===== src/rtl/bin_frame_serializer_if.sv =====
`default_nettype none
// ============================================================================
// Module      : bin_frame_serializer_if
// Description : Frame-input and MAC stream bundle for bin_frame_serializer.
// Revision    : 1.0  initial release
// ============================================================================
interface bin_frame_serializer_if #(
  parameter int N     = 16,
  parameter int N_OUT = 8,
  parameter int BINS  = 4
);
  localparam int W = BINS * N / N_OUT;

  logic                    in_valid;
  logic [W-1:0][N_OUT-1:0] in_data;
  logic [N_OUT-1:0]        m_data;
  logic                    m_valid;
  logic                    m_ready;
  logic                    m_last;

  // master: the serializer itself (drives the MAC stream)
  modport master (
    input  in_valid, in_data, m_ready,
    output m_data, m_valid, m_last
  );

  // slave: frame source plus MAC side
  modport slave (
    output in_valid, in_data, m_ready,
    input  m_data, m_valid, m_last
  );
endinterface
`default_nettype wire


===== src/rtl/bin_frame_serializer.sv =====
`default_nettype none
// ============================================================================
// Module      : bin_frame_serializer
// Description : Captures a W-word frame and streams it word-by-word to a MAC.
//               Define BIN_FRAME_SEQ_HDR_EN to prefix each frame with a 32-bit
//               sequence number.
// Revision    : 1.0  initial release
// ============================================================================
module bin_frame_serializer #(
  parameter int N     = 16,
  parameter int N_OUT = 8,
  parameter int BINS  = 4
) (
  input  wire logic              clk,
  input  wire logic              rst,
  bin_frame_serializer_if.master bus,
  output logic                   busy,
  output logic                   overflow
);
  localparam int W  = BINS * N / N_OUT;
  localparam int IW = (W > 1) ? $clog2(W) : 1;

`ifdef BIN_FRAME_SEQ_HDR_EN
  localparam int HW  = 32 / N_OUT;
  localparam int HIW = (HW > 1) ? $clog2(HW) : 1;
  localparam logic [1:0] S_IDLE  = 2'd0;
  localparam logic [1:0] S_HDR   = 2'd1;
  localparam logic [1:0] S_DATA  = 2'd2;
  localparam logic [1:0] S_START = S_HDR;
  logic [1:0] r_state;
  logic [31:0]    r_seq;
  logic [HIW-1:0] r_hidx;
  logic [31:0]    w_seq_sh;
`else
  localparam logic [0:0] S_IDLE  = 1'b0;
  localparam logic [0:0] S_DATA  = 1'b1;
  localparam logic [0:0] S_START = S_DATA;
  logic [0:0] r_state;
`endif

  logic [W-1:0][N_OUT-1:0] r_hold;
  logic [IW-1:0]           r_idx;
  logic                    r_ovf;
  logic                    w_valid;
  logic                    w_xfer;
  logic                    w_final;

  // Outputs decode purely from registers, so they stay stable under backpressure.
  assign w_valid = (r_state != S_IDLE);
  assign w_xfer  = w_valid & bus.m_ready;
  assign w_final = (r_state == S_DATA) && (r_idx == IW'(W - 1));

`ifdef BIN_FRAME_SEQ_HDR_EN
  assign w_seq_sh = r_seq << (N_OUT * int'(r_hidx));
`endif

  always_comb begin
    bus.m_data = '0;
    if (r_state == S_DATA) begin
      bus.m_data = r_hold[r_idx];
    end
`ifdef BIN_FRAME_SEQ_HDR_EN
    else if (r_state == S_HDR) begin
      bus.m_data = w_seq_sh[31 -: N_OUT];
    end
`endif
  end

  assign bus.m_valid = w_valid;
  assign bus.m_last  = w_final;
  assign busy        = w_valid;
  assign overflow    = r_ovf;

  always_ff @(posedge clk) begin
    if (rst) begin
      r_state <= S_IDLE;
      r_hold  <= '0;
      r_idx   <= '0;
      r_ovf   <= 1'b0;
`ifdef BIN_FRAME_SEQ_HDR_EN
      r_seq   <= '0;
      r_hidx  <= '0;
`endif
    end else begin
      case (r_state)
        S_IDLE: begin
          if (bus.in_valid) begin
            r_hold  <= bus.in_data;
            r_idx   <= '0;
`ifdef BIN_FRAME_SEQ_HDR_EN
            r_hidx  <= '0;
`endif
            r_state <= S_START;
          end
        end
`ifdef BIN_FRAME_SEQ_HDR_EN
        S_HDR: begin
          if (bus.in_valid) begin
            r_ovf <= 1'b1;
          end
          if (w_xfer) begin
            if (r_hidx == HIW'(HW - 1)) begin
              r_state <= S_DATA;
            end else begin
              r_hidx <= r_hidx + HIW'(1);
            end
          end
        end
`endif
        S_DATA: begin
          if (w_xfer && w_final) begin
`ifdef BIN_FRAME_SEQ_HDR_EN
            r_seq <= r_seq + 32'd1;
`endif
            // A frame arriving with the final transfer restarts without a gap.
            if (bus.in_valid) begin
              r_hold  <= bus.in_data;
              r_idx   <= '0;
`ifdef BIN_FRAME_SEQ_HDR_EN
              r_hidx  <= '0;
`endif
              r_state <= S_START;
            end else begin
              r_state <= S_IDLE;
            end
          end else begin
            if (bus.in_valid) begin
              r_ovf <= 1'b1;
            end
            if (w_xfer) begin
              r_idx <= r_idx + IW'(1);
            end
          end
        end
        default: r_state <= S_IDLE;
      endcase
    end
  end
endmodule
`default_nettype wire


===== src/flat_wrapper.sv =====
// flat-port wrapper written by rule: the top's interface ports become plain ports
module bin_frame_serializer_flat 
#(
  parameter int N     = 16,
  parameter int N_OUT = 8,
  parameter int BINS  = 4
)
  (clk, rst, busy, overflow, bus_in_valid, bus_in_data, bus_m_ready, bus_m_data, bus_m_valid, bus_m_last);
  bin_frame_serializer_if #(.N(N), .N_OUT(N_OUT), .BINS(BINS)) bus_i ();
  input  wire logic clk;
  input  wire logic rst;
  output logic busy;
  output logic overflow;
  input wire logic [$bits(bus_i.in_valid)-1:0] bus_in_valid;
  input wire logic [$bits(bus_i.in_data)-1:0] bus_in_data;
  input wire logic [$bits(bus_i.m_ready)-1:0] bus_m_ready;
  output wire logic [$bits(bus_i.m_data)-1:0] bus_m_data;
  output wire logic [$bits(bus_i.m_valid)-1:0] bus_m_valid;
  output wire logic [$bits(bus_i.m_last)-1:0] bus_m_last;
  assign bus_i.in_valid = bus_in_valid;
  assign bus_i.in_data = bus_in_data;
  assign bus_i.m_ready = bus_m_ready;
  assign bus_m_data = bus_i.m_data;
  assign bus_m_valid = bus_i.m_valid;
  assign bus_m_last = bus_i.m_last;
  bin_frame_serializer #(.N(N), .N_OUT(N_OUT), .BINS(BINS)) u_core (.clk(clk), .rst(rst), .bus(bus_i), .busy(busy), .overflow(overflow));
endmodule

===== config.mk =====
export PLATFORM = sky130hd
export DESIGN_NAME = bin_frame_serializer_flat
export DESIGN_NICKNAME = d
export VERILOG_FILES = /design/src/rtl/bin_frame_serializer_if.sv /design/src/rtl/bin_frame_serializer.sv /design/src/flat_wrapper.sv
export SDC_FILE = /design/constraint.sdc
export NUM_CORES = 1
export LEC_CHECK = 0
export ABC_AREA = 1
export ABC_CLOCK_PERIOD_IN_PS = 3500
export BUFFER_PORTS_ARGS = -buffer_cell sky130_fd_sc_hd__buf_4
export CAP_MARGIN = 40
export CORE_MARGIN = 5
export CORE_UTILIZATION = 40
export DETAILED_ROUTE_END_ITERATION = 8
export GPL_TIMING_DRIVEN = 1
export PLACE_DENSITY_LB_ADDON = 0.1
export SLEW_MARGIN = 5
export SYNTH_ARGS = -nofsm -noshare
export SYNTH_HDL_FRONTEND = slang
export SYNTH_SLANG_ARGS = --single-unit

===== constraint.sdc =====
create_clock -name clk -period 3.5 [get_ports clk]
set_input_delay 0.7 -clock clk [delete_from_list [all_inputs] [get_ports clk]]
set_output_delay 0.7 -clock clk [all_outputs]
set_load 0.05 [all_outputs]

==> results.json <==
{
  "synthesis.yosys.warnings": 0,
  "r2r.worst_path.cells": 8,
  "power.total_mw": 1.92,
  "multiInputGateArea_um2": 1720,
  "post_synth.cell_area_avg_um2": 7.78,
  "grt_remaining_overflow": 0,
  "grt_usage_pct": 15.4,
  "seq_area_frac_synth_pct": 38.1,
  "regToRegSetupSlack_ns": 0.96,
  "die_area_um2": 11100,
  "dpl-instance-area_um2": 4160,
  "fin_setup_tns_ns": 0,
  "outcome": "complete, no violations",
  "critical_path_cell_list": "buf_4, inv_2, nand2_1, nand3_1, nand3_1, nand2_1, nor2_1, buf_4",
  "period_needed_ns": 2.98,
  "path_max_fanout": 33,
  "io_pins": 80,
  "dr_total_vias": 3093,
  "cellPowerDensity_nw_per_um2": 441,
  "layout_setup_ws_ns": 0.518,
  "yosys-top-cells-area": "dfxtp_1 (38%), a21oi_2 (14%), o21ai_2 (11%)",
  "report.final.slew_viol_count": 0,
  "portBuffers": 79,
  "post_cts.repair.setup_buffers": 0,
  "place_hpwl_mm": 6.32,
  "holdBufCountCts": 0,
  "critical_path_required_ns": 2.80,
  "timing.rr.start": "u_core.r_idx[1]",
  "syn_inst": 466,
  "grt_start_max_net_pins": 70,
  "final_cell_area_um2": 4360,
  "rsz0062_at_grt": "no",
  "fp.dieW_um": 105,
  "min_from": "u_core.r_hold[5]",
  "grt_antenna_before_repair": 0,
  "vdd_drop_max_v": 0.000189,
  "cts_tree": "yes",
  "first_pass_iteration_count_of_the_detailed_router": 4,
  "hold_path_depth": 2,
  "yosys_register_bits": 69,
  "power_leakage_nw": 1.91,
  "die_y_um": 105,
  "critPathLaunchType": "flop",
  "start_util_pct": 41.4,
  "timing.critical_path.arrival_ns": 2.28,
  "netlist-cell-type-count": 19,
  "final-hold-violation-count": 0,
  "wire_length_of_the_first_global_routing_pass_mm": 14.0,
  "num_antenna_cells": 0,
  "post-route-drc-count": 0,
  "core.rowCount": 34,
  "worst_setup_path_end_kind": "primary output",
  "setup_viol": 0,
  "post-synth-top-area-fraction_pct": 38.1,
  "grt_pass1_vias": 2945,
  "pre_cts_slack_ns": 0.897,
  "clock-sinks": 69,
  "core_area_um2": 8760,
  "path_class": "flop to primary output",
  "numCtsBuffers": 9,
  "critical-path-slowest-cell": "dfxtp_1",
  "synth_largest_area_cell": "dfxtp_1",
  "syn2layout_area_growth_pct": 20.3,
  "synth_nets": 536,
  "clkTransAtPathRegs_ns": 0.07,
  "postLayoutCoreUtil_pct": 49.8,
  "sum_of_routed_wire_length_over_all_layers_mm": 8.60,
  "cap_viol_max_count": 0,
  "layout-drive-gt1-share_pct": 39.0,
  "nFillCells": 869,
  "route.antenna.remaining_nets": 0,
  "wl_per_cell_um": 13.5,
  "area.sequential_um2": 1380,
  "skew_ns": 0.00968,
  "hold_path_class": "flop to flop",
  "timing.critical_path.slowest_cell_delay_ns": 0.52,
  "avgViaCountPerCell": 4.84,
  "tightest_slew_ns": 0.773,
  "hold_path_end": "u_core.r_hold[5]",
  "final.period_utilization_pct": 85.2,
  "relSlewSlack_pct": 48.4,
  "gp_routability_congestion": 0.786,
  "fin_nets": 596,
  "layout_common_cells": "nand2_1 (87), buf_4 (83), inv_1 (72), dfxtp_1 (69), a21oi_2 (56)",
  "cts-root-to-sink-buffers": 2,
  "worst_setup_path_startpoint": "u_core.r_idx[0]",
  "drt_first_iter_violations": 140,
  "fmax_mhz": 335,
  "layout.cells.most_common": "nand2_1",
  "post_cts_resize_count": 0,
  "insertion_delay_ns": 0.35,
  "synthesis.area_um2": 3630,
  "cts_root_buffer": "clkbuf_8",
  "ctsHtreeMaxLevel": 3,
  "reg2reg_to": "u_core.r_hold[7]"
}
==> worst max path at each step <==
stage	slack, ns	depth (start not counted)	end
global route	0.34	8	bus_m_data[6]
finish	0.52	8	bus_m_data[3]
floorplan	1.10	3	bus_m_data[0]
detailed placement	0.90	8	bus_m_data[3]
CTS	0.53	8	bus_m_data[3]
global placement	0.95	8	bus_m_data[3]
==> state kept, by name, summed over array words and instances (netlist names) <==
name                count
u_core.r_idx            3
u_core.overflow         1
u_core.r_hold          64
u_core.bus.m_valid      1
==> cell families after synthesis <==
family                     share of synthesized area [%]
and+or+nand+nor                                     17.5
AOI/OAI and AO/OA                                   29.0
buffers and inverters                               14.8
DFF                                                 38.1
adders and majority gates                          0.690
==> worst max-delay path: cells and delay by family, from the launching register on <==
family                 cells  cell delay (ns)
buffers and inverters      3             0.86
flip-flops                 1             0.52
AND/OR/NAND/NOR            5             0.56
==> per-layer routing <==
metal	up-vias	track usage, %	routed length [um]
met4	0	5.66	131
met5	-	0	0
li1	1603	-	-
met3	12	4.22	495
met1	1411	22.4	4200
met2	67	21.8	3780
==> metrics by stage <==
step,hold WS (ns),cells
5_1_grt,0.479,639
3_3_place_gp,0.447,623
3_5_place_dp,0.449,623
4_1_cts,0.461,639
2_1_floorplan,0.429,466
6_report,0.458,639
==> area by class of cell <==
cell class	instances	share of cell area (%)
tap	108	3.10
clock inverter	7	1.69
timing repair buffer	84	14.7
inverter	75	6.45
clock buffer	9	2.84
multi-input combinational	287	39.5
sequential	69	31.7
==> power by group <==
group | internal, mW | total (mW) | switching [mW]
combinational | 0.159 | 0.412 | 0.253
clock | 0.331 | 0.643 | 0.312
sequential | 0.845 | 0.869 | 0.0240
total | 1.34 | 1.92 | 0.589
==> Yosys cell counts <==
master / n
buf_2: 20
o21ai_1: 10
o21a_1: 1
inv_1: 72
o21ai_0: 8
nand2_1: 87
a21oi_1: 12
buf_1: 1
nor2_1: 17
dfxtp_1: 69
o21ai_2: 46
ha_1: 2
nand3_1: 46
nand2_2: 2
inv_2: 3
a21oi_2: 56
buf_6: 4
buf_8: 4
buf_4: 6
(Power assumes the default switching activity.)
